$ cat src/rtl/mem_arb_pkg.sv
// Shared encodings for the instruction/data memory port arbiter.
package mem_arb_pkg;

    typedef enum logic [1:0] {
        IDLE   = 2'd0,
        ACCESS = 2'd1,
        WAIT   = 2'd2
    } state_t;

    typedef enum logic {
        OWN_IF = 1'b0,
        OWN_DM = 1'b1
    } owner_t;

    localparam logic [2:0] SIZE_WORD = 3'b010;
    localparam int         CNT_W     = 4;

endpackage

$ cat src/rtl/mem_lat_counter.sv
// Loadable down-counter timing the memory latency; o_last marks the final wait cycle.
module mem_lat_counter
    import mem_arb_pkg::*;
(
    input  logic             clk,
    input  logic             rst,
    input  logic             i_load,
    input  logic [CNT_W-1:0] i_load_val,
    input  logic             i_dec,
    output logic             o_last
);

    logic [CNT_W-1:0] r_count;

    always_ff @(posedge clk or posedge rst) begin
        if (rst) begin
            r_count <= '0;
        end else if (i_load) begin
            r_count <= i_load_val;
        end else if (i_dec && (r_count != '0)) begin
            r_count <= r_count - 1'b1;
        end
    end

    assign o_last = (r_count == CNT_W'(1));

endmodule

$ cat src/rtl/mem_port_arbiter.sv
// Arbitrates one single-ported memory between instruction fetch and load/store,
// one access at a time, with data priority bounded by a fetch-starvation streak limit.
//
// state  | meaning
// IDLE   | waiting for a request; gnt is decided combinationally here
// ACCESS | memory strobe cycle driven from the latched request
// WAIT   | counting down the memory latency; last cycle captures read data
module mem_port_arbiter
    import mem_arb_pkg::*;
#(
    parameter int ADDR_W     = 12,
    parameter int DATA_W     = 32,
    parameter int MEM_LAT    = 1,
    parameter int MAX_CONSEC = 4
) (
    input  logic              clk,
    input  logic              rst,
    input  logic              i_if_req,
    input  logic [ADDR_W-1:0] i_if_addr,
    output logic              o_if_gnt,
    output logic              o_if_rvalid,
    input  logic              i_dm_req,
    input  logic [ADDR_W-1:0] i_dm_addr,
    input  logic              i_dm_we,
    input  logic [DATA_W-1:0] i_dm_wdata,
    input  logic [2:0]        i_dm_size,
    output logic              o_dm_gnt,
    output logic              o_dm_rvalid,
    output logic [DATA_W-1:0] o_rsp_rdata,
    output logic              o_busy,
    output logic              o_mem_en,
    output logic              o_mem_we,
    output logic [ADDR_W-1:0] o_mem_addr,
    output logic [DATA_W-1:0] o_mem_wdata,
    output logic [2:0]        o_mem_size,
    input  logic [DATA_W-1:0] i_mem_rdata
);

    localparam logic [CNT_W-1:0] LAT_LOAD   = CNT_W'(MEM_LAT);
    localparam logic [CNT_W-1:0] STREAK_MAX = CNT_W'(MAX_CONSEC);

    state_t            r_state;
    owner_t            r_owner;
    logic [ADDR_W-1:0] r_addr;
    logic [DATA_W-1:0] r_wdata;
    logic [2:0]        r_size;
    logic [CNT_W-1:0]  r_streak;
    logic              r_mem_en;
    logic              r_mem_we;
    logic              r_busy;
    logic              r_if_rvalid;
    logic              r_dm_rvalid;
    logic [DATA_W-1:0] r_rdata;

    logic              w_if_gnt;
    logic              w_dm_gnt;
    logic              w_last;
    logic              w_cnt_load;
    logic              w_cnt_dec;

    // Fetch only wins a contested cycle once data has used up its streak.
    assign w_if_gnt = (r_state == IDLE) && i_if_req && (!i_dm_req || (r_streak == STREAK_MAX));
    assign w_dm_gnt = (r_state == IDLE) && i_dm_req && !w_if_gnt;

    assign w_cnt_load = (r_state == ACCESS);
    assign w_cnt_dec  = (r_state == WAIT);

    mem_lat_counter u_lat_counter (
        .clk        (clk),
        .rst        (rst),
        .i_load     (w_cnt_load),
        .i_load_val (LAT_LOAD),
        .i_dec      (w_cnt_dec),
        .o_last     (w_last)
    );

    always_ff @(posedge clk or posedge rst) begin
        if (rst) begin
            r_state     <= IDLE;
            r_owner     <= OWN_IF;
            r_addr      <= '0;
            r_wdata     <= '0;
            r_size      <= '0;
            r_streak    <= '0;
            r_mem_en    <= 1'b0;
            r_mem_we    <= 1'b0;
            r_busy      <= 1'b0;
            r_if_rvalid <= 1'b0;
            r_dm_rvalid <= 1'b0;
            r_rdata     <= '0;
        end else begin
            r_mem_en    <= 1'b0;
            r_mem_we    <= 1'b0;
            r_if_rvalid <= 1'b0;
            r_dm_rvalid <= 1'b0;
            case (r_state)
                IDLE: begin
                    if (w_if_gnt) begin
                        r_owner  <= OWN_IF;
                        r_addr   <= i_if_addr;
                        r_size   <= SIZE_WORD;
                        r_streak <= '0;
                        r_mem_en <= 1'b1;
                        r_busy   <= 1'b1;
                        r_state  <= ACCESS;
                    end else if (w_dm_gnt) begin
                        r_owner  <= OWN_DM;
                        r_addr   <= i_dm_addr;
                        r_wdata  <= i_dm_wdata;
                        r_size   <= i_dm_size;
                        r_mem_en <= 1'b1;
                        r_mem_we <= i_dm_we;
                        r_busy   <= 1'b1;
                        r_state  <= ACCESS;
                        if (!i_if_req) begin
                            r_streak <= '0;
                        end else if (r_streak != STREAK_MAX) begin
                            r_streak <= r_streak + 1'b1;
                        end
                    end
                end
                ACCESS: begin
                    r_state <= WAIT;
                end
                WAIT: begin
                    if (w_last) begin
                        r_rdata     <= i_mem_rdata;
                        r_if_rvalid <= (r_owner == OWN_IF);
                        r_dm_rvalid <= (r_owner == OWN_DM);
                        r_busy      <= 1'b0;
                        r_state     <= IDLE;
                    end
                end
                default: begin
                    r_busy  <= 1'b0;
                    r_state <= IDLE;
                end
            endcase
        end
    end

    assign o_if_gnt    = w_if_gnt;
    assign o_dm_gnt    = w_dm_gnt;
    assign o_if_rvalid = r_if_rvalid;
    assign o_dm_rvalid = r_dm_rvalid;
    assign o_rsp_rdata = r_rdata;
    assign o_busy      = r_busy;
    assign o_mem_en    = r_mem_en;
    assign o_mem_we    = r_mem_we;
    assign o_mem_addr  = r_addr;
    assign o_mem_wdata = r_wdata;
    assign o_mem_size  = r_size;

endmodule

$ cat config.mk
export PLATFORM = sky130hd
export DESIGN_NAME = mem_port_arbiter
export DESIGN_NICKNAME = d
export VERILOG_FILES = /design/src/rtl/mem_arb_pkg.sv /design/src/rtl/mem_lat_counter.sv /design/src/rtl/mem_port_arbiter.sv
export SDC_FILE = /design/constraint.sdc
export NUM_CORES = 1
export LEC_CHECK = 0
export ABC_CLOCK_PERIOD_IN_PS = 3800
export BUFFER_PORTS_ARGS = -buffer_cell sky130_fd_sc_hd__buf_2
export CAP_MARGIN = 25
export CORE_MARGIN = 3
export CORE_UTILIZATION = 40
export CTS_BUF_LIST = sky130_fd_sc_hd__clkbuf_4 sky130_fd_sc_hd__clkbuf_8 sky130_fd_sc_hd__clkbuf_16
export DETAILED_ROUTE_END_ITERATION = 16
export PLACE_DENSITY = 0.69
export SKIP_LAST_GASP = 1
export SYNTH_ARGS = -nofsm -noshare
export SYNTH_HDL_FRONTEND = slang
export SYNTH_SLANG_ARGS = --single-unit
$ cat constraint.sdc
create_clock -name clk -period 3.8 [get_ports clk]
set_input_delay 0.38 -clock clk [delete_from_list [all_inputs] [get_ports clk]]
set_output_delay 0.38 -clock clk [all_outputs]
set_load 0.05 [all_outputs]
After elaboration in Yosys (flattened, before gate mapping)
Cells that the tools add are included.
- bits in registers: 95
- logic and storage cells: 73
- bits of input ports: 96
- bitwise gates (word level): 3
- multiplexer cells: 29
- eq/ne operators: 8
- $add $sub $neg: 2
- reduce and logical (&&, ||, !) cells: 18
- operators with widths (kind ; count):
    $mux 12 ; 2
    $mux 4 ; 6
    $mux 1 ; 14
    $reduce_and 3->1 ; 3
    $mux 2 ; 3
    $mux 3 ; 2
    $pmux 2 s3 ; 1
    $reduce_and 2->1 ; 3
    $logic_and 1x1->1 ; 5
    $add 4x1->4 const B ; 1
    $eq 4x1->1 const B ; 1
    $eq 4x3->1 const B ; 1
    $ne 4x3->1 const B ; 1
    $reduce_bool 2->1 ; 2
    $reduce_bool 4->1 ; 1
    $sub 4x1->4 const B ; 1
    $ne 3x1->1 const B ; 1
    $ne 3x3->1 const B ; 1
    $not 1->1 ; 3
    $pmux 1 s3 ; 1
    $eq 2x1->1 const B ; 1
    $eq 2x2->1 const B ; 1
    $logic_not 1->1 ; 2
    $logic_not 2->1 ; 1
    2 further kinds ; 2

Depth between registers and ports, before layout
Gate-level depths: netlist (run 1).
- depth after elaboration: 8
- depth in mapped cells: 7

Modules after synthesis
Synthesis (run 1) repeated with hierarchy kept, for this count alone.
- cells, all modules: 296
- area, all modules: 3956.3 um^2
- by module, submodules not included (module ; instances ; seq. area each (um^2) ; area an instance (um^2) ; cells each):
    mem_port_arbiter ; 1 ; 2277.2 ; 3669.8 ; 266
    mem_lat_counter ; 1 ; 100.1 ; 286.5 ; 30

Least setup slack after synthesis (run 1)
No wires, ideal clock.
- path kind: register to output
- from: reg r_streak[0]
- to: out o_if_gnt
- stages on the path, launching flop included: 5
- buffers on the path: 0
- data required time: 3.420 ns
- arrival: 1.739 ns
- slack: 1.681 ns
- cells stage by stage: dfrtp_1 > inv_1 > ha_1 > nand3b_2 > a2111oi_4
- cells in the longest elaborated chain, start to end: 3
- RTL lines (what ; line ; text):
    start, declared ; mem_port_arbiter.sv:47 ; logic [CNT_W-1:0] r_streak;
    start signal, assigned ; mem_port_arbiter.sv:118 ; r_streak <= r_streak + 1'b1;
    $eq 4x3->1 ; mem_port_arbiter.sv:62 ; assign w_if_gnt = (r_state == IDLE) && i_if_req && (!i_dm_req || (r_streak == STREAK_MAX));
    $logic_or 1x1->1 ; mem_port_arbiter.sv:62 ;
    $logic_and 1x1->1 ; mem_port_arbiter.sv:62 ;
    end, declared ; mem_port_arbiter.sv:20 ; output logic o_if_gnt,
No other way between the ends.

Worst setup path after layout (run 1)
- from: reg r_state[0]
- to: out o_dm_gnt
- cells in the longest elaborated chain, start to end: 5
- elaborated cells on any way between the ends: 6
- classes of those cells: 6 x reduce/logical
- RTL lines (what ; line ; text):
    start, declared ; mem_port_arbiter.sv:42 ; state_t r_state;
    start signal, assigned ; mem_port_arbiter.sv:79 ; r_state <= IDLE;
    start signal, assigned ; mem_port_arbiter.sv:105 ; r_state <= ACCESS;
    start signal, assigned ; mem_port_arbiter.sv:114 ; r_state <= ACCESS;
    $logic_not 2->1 (*) ; mem_port_arbiter.sv:62, mem_port_arbiter.sv:63 ;
    $logic_and 1x1->1 (2 in series) ; mem_port_arbiter.sv:62 ;
    $logic_not 1->1 ; mem_port_arbiter.sv:63 ; assign w_dm_gnt = (r_state == IDLE) && i_dm_req && !w_if_gnt;
    $logic_and 1x1->1 (*) ; mem_port_arbiter.sv:63 ;
    end, declared ; mem_port_arbiter.sv:27 ; output logic o_dm_gnt,
Mark *: on every way between the ends. The rest lies on a longest branch, timed or not.

==> results of run 1 <==
[metal layers]
layer | global-route usage | wire (um)
met5 | 0 | 7
met2 | 0.288 | 5270
met3 | 0.0397 | 535
met1 | 0.214 | 4080
met4 | 0.0577 | 123
[cell usage in the layout (no fill, tap or decap), types with 6 or more instances in the layout]
cell type    n
a211oi_1     6
o32ai_1      6
inv_1       17
mux2_2      35
nor3_1      15
nor4_1       6
a21oi_1     13
buf_2      181
dfrtp_1     95
or2_2        7
mux2_4      26
clkbuf_8     9
[final timing paths]
kind / from / endpoint / slack, ns
max: r_state[0] / o_dm_gnt / 0.72
min reg2reg: r_owner / o_if_rvalid / 0.47
min in group clk: i_mem_rdata[0] / o_rsp_rdata[0] / 0.22
min: rst / o_busy / 0.0004
max in group asynchronous: rst / o_rsp_rdata[21] / 3.20
max reg2reg: r_state[0] / o_mem_wdata[18] / 1.10
[worst max-delay path, cell delays in order, from the launching register on]
cell	delay [ns]
dfrtp_1	0.71
nor2_4	0.47
nand3_2	0.15
inv_2	0.61
buf_2	0.40
[metrics by stage]
stage	hold WS, ns	setup slack, ns
global placement	0.445	1.16
CTS	0.199	0.684
finish	0.000442	0.716
detailed placement	0.452	1.10
floorplan	0.403	0.943
global route	0.0119	0.512
[layout make-up]
class | instances | area [sq um]
well taps | 133 | 166
clock buffers | 9 | 124
fillers | 914 | 4570
repair buffers | 185 | 956
multi-input cells | 177 | 1660
inverters | 20 | 77.6
flip-flops and latches | 95 | 2380
clock inverters | 7 | 66.3
[kinds of logic (layout without fill, tap and decap cells)]
| family | after synthesis | after routing | share of synthesized area |
|---|---|---|---|
| adders and majority gates | 5 | 5 | 0.0148 |
| DFF | 95 | 95 | 0.563 |
| buffers and inverters | 38 | 221 | 0.0436 |
| AOI/OAI and AO/OA | 46 | 46 | 0.0815 |
| muxes | 65 | 65 | 0.196 |
| and+or+nand+nor | 61 | 61 | 0.101 |
[sequential cells by signal (all words and copies together), names as in the netlist]
name,cells
o_busy,1
o_dm_rvalid,1
o_if_rvalid,1
o_mem_addr,12
o_mem_en,1
o_mem_size,3
o_mem_wdata,32
o_mem_we,1
o_rsp_rdata,32
r_owner,1
r_state,2
r_streak,4
u_lat_counter.r_count,4
[synth_stat cells, types with 3 or more instances]
| master | count |
|---|---|
| o21ai_0 | 4 |
| o32ai_1 | 6 |
| a211oi_1 | 6 |
| a22o_1 | 5 |
| mux2_4 | 26 |
| mux2_2 | 35 |
| or2_2 | 7 |
| ha_1 | 5 |
| nor3_1 | 15 |
| nor4_1 | 6 |
| nand2_1 | 5 |
| buf_6 | 3 |
| mux2_1 | 3 |
| buf_2 | 10 |
| or4b_2 | 5 |
| a21oi_1 | 13 |
| inv_1 | 18 |
| nand2b_1 | 3 |
| dfrtp_1 | 95 |
==> results.yml, run 1 <==
sta:
  min_period_ns: 3.08
  skew_ns: 0.0166
  period_share: 0.812
  slew_viol_final: 0
  finalHoldViolations: 0
  tightest_slew_ns: 0.865
  rsz0062_at_grt: "false"
  setup_tns_ns: 0
  fmax_mhz: 324
  setup_viol: 0
  slew_headroom: 0.423
yosys:
  yosysSeqAreaShare: 0.563
  syn_nets: 411
  ys_async_sr_fraction: 1.00
  synthCells: 310
  ys_ff_latch: 95
  synth_ff_type: "dfrtp_1"
  synth.avg_cell_area_sq_um: 13.6
  synth_area_sq_mm: 0.00422
  synth_warnings: 0
  synth_edf_count: 0
  synthTopCellsByArea: "dfrtp_1 56%, mux2_2 9.3%, mux2_4 9.2%"
  yosys.area.top_type: "dfrtp_1"
  synth_cell_type_count: 51
  synthDominantCellAreaShare: 0.563
routing:
  num_vias: 3113
  drc: 0
  routedWlPerCell_um: 16.0
  dr.pass1.iters: 5
  totalWireLength_mm: 10.0
  antenna_left: 0
  viasPerCell: 4.97
  drt_iter0_drc: 145
clocking:
  clock_path_buffers: 2
  cts_root_buf: "clkbuf_8"
  cts_hold_buf: 0
  clk_latency_ns: 0.36
  clkTransAtPathRegs_ns: 0.11
  post_cts_buffers: 0
  tritoncts: "yes"
  htree_levels: 3
  post_cts_resized: 0
  cts_made_buffers: 9
  cts_sinks: 95
setup_path:
  cp_max_fo: 28
  crit_required_ns: 3.42
  critPathArrivalTime_ns: 2.70
  end_kind: "output port"
  start_kind: "flop"
  path_class: "flop to output port"
  r2r_cells: 5
floorplanning:
  die_w_um: 109
  initial_utilization: 0.422
  dieHeight_um: 109
  core_sq_mm: 0.0100
  dieArea_sq_mm: 0.0118
  ios: 182
  rows: 36
global_route:
  antenna_found_initial: 1
  grt_pass1_wl_mm: 15.8
  grt_max_degree: 83
  grt_overflow_total: 0
  grt_pass1_vias: 3156
  globalRouteTotalUtil: 0.170
place:
  routabilityCongestion: 0.715
  dpl-instance-area_sq_mm: 0.00521
  dp_cells: 609
  port_buffers: 181
  hpwl_mm: 7.37
final_layout:
  nNetsFinal: 589
  antenna_cells: 0
  stdcell_count: 626
  design_area_sq_mm: 0.00543
  fin_util: 0.543
  area_delta_synth_final_pct: 28.6
  layout-drive-gt1-share: 0.576
outcome:
  run_status: "finished clean"
min_path:
  worstHoldPathType: "input pin to asynchronous set/reset pin"
job:
  drv_cap: 0
Power of run 1 is not shown: default switching activity piles up to over one toggle a cycle in this logic, so the estimate is an artifact.
==> run 2, diff against run 1 <==
--- a/config.mk
+++ b/config.mk
@@ -5,7 +5,7 @@
 export SDC_FILE = /design/constraint.sdc
 export NUM_CORES = 1
 export LEC_CHECK = 0
-export ABC_CLOCK_PERIOD_IN_PS = 3800
+export ABC_CLOCK_PERIOD_IN_PS = 2910
 export BUFFER_PORTS_ARGS = -buffer_cell sky130_fd_sc_hd__buf_2
 export CAP_MARGIN = 25
 export CORE_MARGIN = 3
==> constraint.sdc (replaced) <==
create_clock -name clk -period 2.91 [get_ports clk]
set_input_delay 0.291 -clock clk [delete_from_list [all_inputs] [get_ports clk]]
set_output_delay 0.291 -clock clk [all_outputs]
set_load 0.05 [all_outputs]
==> results.yml, run 2 (synthesized netlist as in run 1, its figures left out) <==
place:
  dp_worst_setup_slack_ns: 0.757
  routabilityCongestion: 0.725
  hpwl_mm: 7.54
  port_buffers: 181
setup_path:
  startpoint: "r_streak[0]"
  crit_required_ns: 2.62
  path_class: "flop to output port"
  end_kind: "output port"
  cp_max_fo: 7
  r2r_start: "r_streak[0]"
  critPathArrivalTime_ns: 2.19
  start_kind: "flop"
sta:
  skew_ns: 0.0137
  setup_tns_ns: 0
  slew_headroom: 0.610
  setup_viol: 0
  rsz0062_at_grt: "false"
  hold_ws_ns: -0.00171
  finalWorstSetupSlack_ns: 0.426
  tightest_slew_ns: 0.585
  finalHoldViolations: 1
  period_share: 0.854
  slew_viol_final: 0
  min_period_ns: 2.48
  fmax_mhz: 403
outcome:
  failed_checks: "negative hold slack"
  run_status: "complete, but fails checks"
final_layout:
  regArea_sq_mm: 0.00238
  nNetsFinal: 589
  multi_input_area_sq_mm: 0.00166
  layout-drive-gt1-share: 0.576
  fill_cells: 884
  final_cell_mix: "181 x buf_2, 95 x dfrtp_1, 35 x mux2_2"
  antenna_cells: 0
  final_common_cell: "buf_2"
  area_delta_synth_final_pct: 29.5
routing:
  viasPerCell: 5.02
  num_vias: 3142
  totalWireLength_mm: 10.1
  antenna_left: 0
  routedWlPerCell_um: 16.2
  dr.pass1.iters: 4
  drt_iter0_drc: 127
  drc: 0
global_route:
  grt_pass1_wl_mm: 15.6
  globalRouteTotalUtil: 0.170
  antenna_found_initial: 0
  grt_pass1_vias: 3127
  grt_max_degree: 51
  grt_overflow_total: 0
floorplanning:
  die_w_um: 109
  core_sq_mm: 0.0100
  dieHeight_um: 109
  rows: 36
  initial_utilization: 0.422
  dieArea_sq_mm: 0.0118
  ios: 182
clocking:
  cts_made_buffers: 9
  post_cts_buffers: 0
  clk_latency_ns: 0.36
  post_cts_resized: 0
  htree_levels: 3
  clkTransAtPathRegs_ns: 0.09
  clock_path_buffers: 2
  cts_root_buf: "clkbuf_8"
  tritoncts: "yes"
  cts_hold_buf: 0
  cts_sinks: 95
min_path:
  worstHoldPathType: "input pin to asynchronous set/reset pin"
job:
  drv_cap: 0
-- run 2: cell types whose count changed in the layout (fill, tap and decap cells not counted) --
cell and delta:
bufinv_16 +2, buf_12 +2, buf_4 -1, buf_16 -1
clkinv_8 -1, clkinv_4 -1
-- run 2: worst paths after layout --
| check | end | slack, ns | depth (start not counted) |
|---|---|---|---|
| max | o_if_gnt | 0.43 | 5 |
| min | o_mem_wdata[13] | -0.002 | 2 |
| max reg2reg | o_mem_wdata[15] | 0.75 | 7 |
| min reg2reg | o_if_rvalid | 0.45 | 1 |
| max in group asynchronous | o_mem_wdata[27] | 2.24 | 3 |
| min in group clk | o_mem_we | 0.14 | 2 |
-- run 2: metal layers --
| metal | track usage | wire [um] | up-vias |
|---|---|---|---|
| met5 | 0 | 0 | - |
| met2 | 0.291 | 5420 | 114 |
| met1 | 0.206 | 3920 | 1546 |
| met3 | 0.0474 | 645 | 10 |
| met4 | 0.0559 | 138 | 0 |
| li1 | - | - | 1472 |
-- run 2: layout make-up --
type	instances	area share
clock buffer	9	0.0226
clock inverter	7	0.0185
sequential	95	0.435
multi-input combinational	177	0.304
tap	133	0.0304
timing repair buffer	185	0.176
inverter	20	0.0142
-- run 2: critical path, cell delays in order (launching register included) --
cell       delay, ns
dfrtp_1         0.40
inv_1           0.09
ha_1            0.25
nand3b_2        0.16
a2111oi_4       0.57
buf_2           0.36
-- run 2: per-stage QoR --
stage	hold slack, ns	util	area (sq um)	instances
6_report	-0.00171	0.547	5470	626
3_5_place_dp	0.411	0.524	5240	610
3_3_place_gp	0.401	0.524	5240	610
4_1_cts	0.00862	0.547	5470	626
2_1_floorplan	0.403	-	4220	310
5_1_grt	0.0221	0.547	5470	626
Power of run 2 is left out for the same reason.
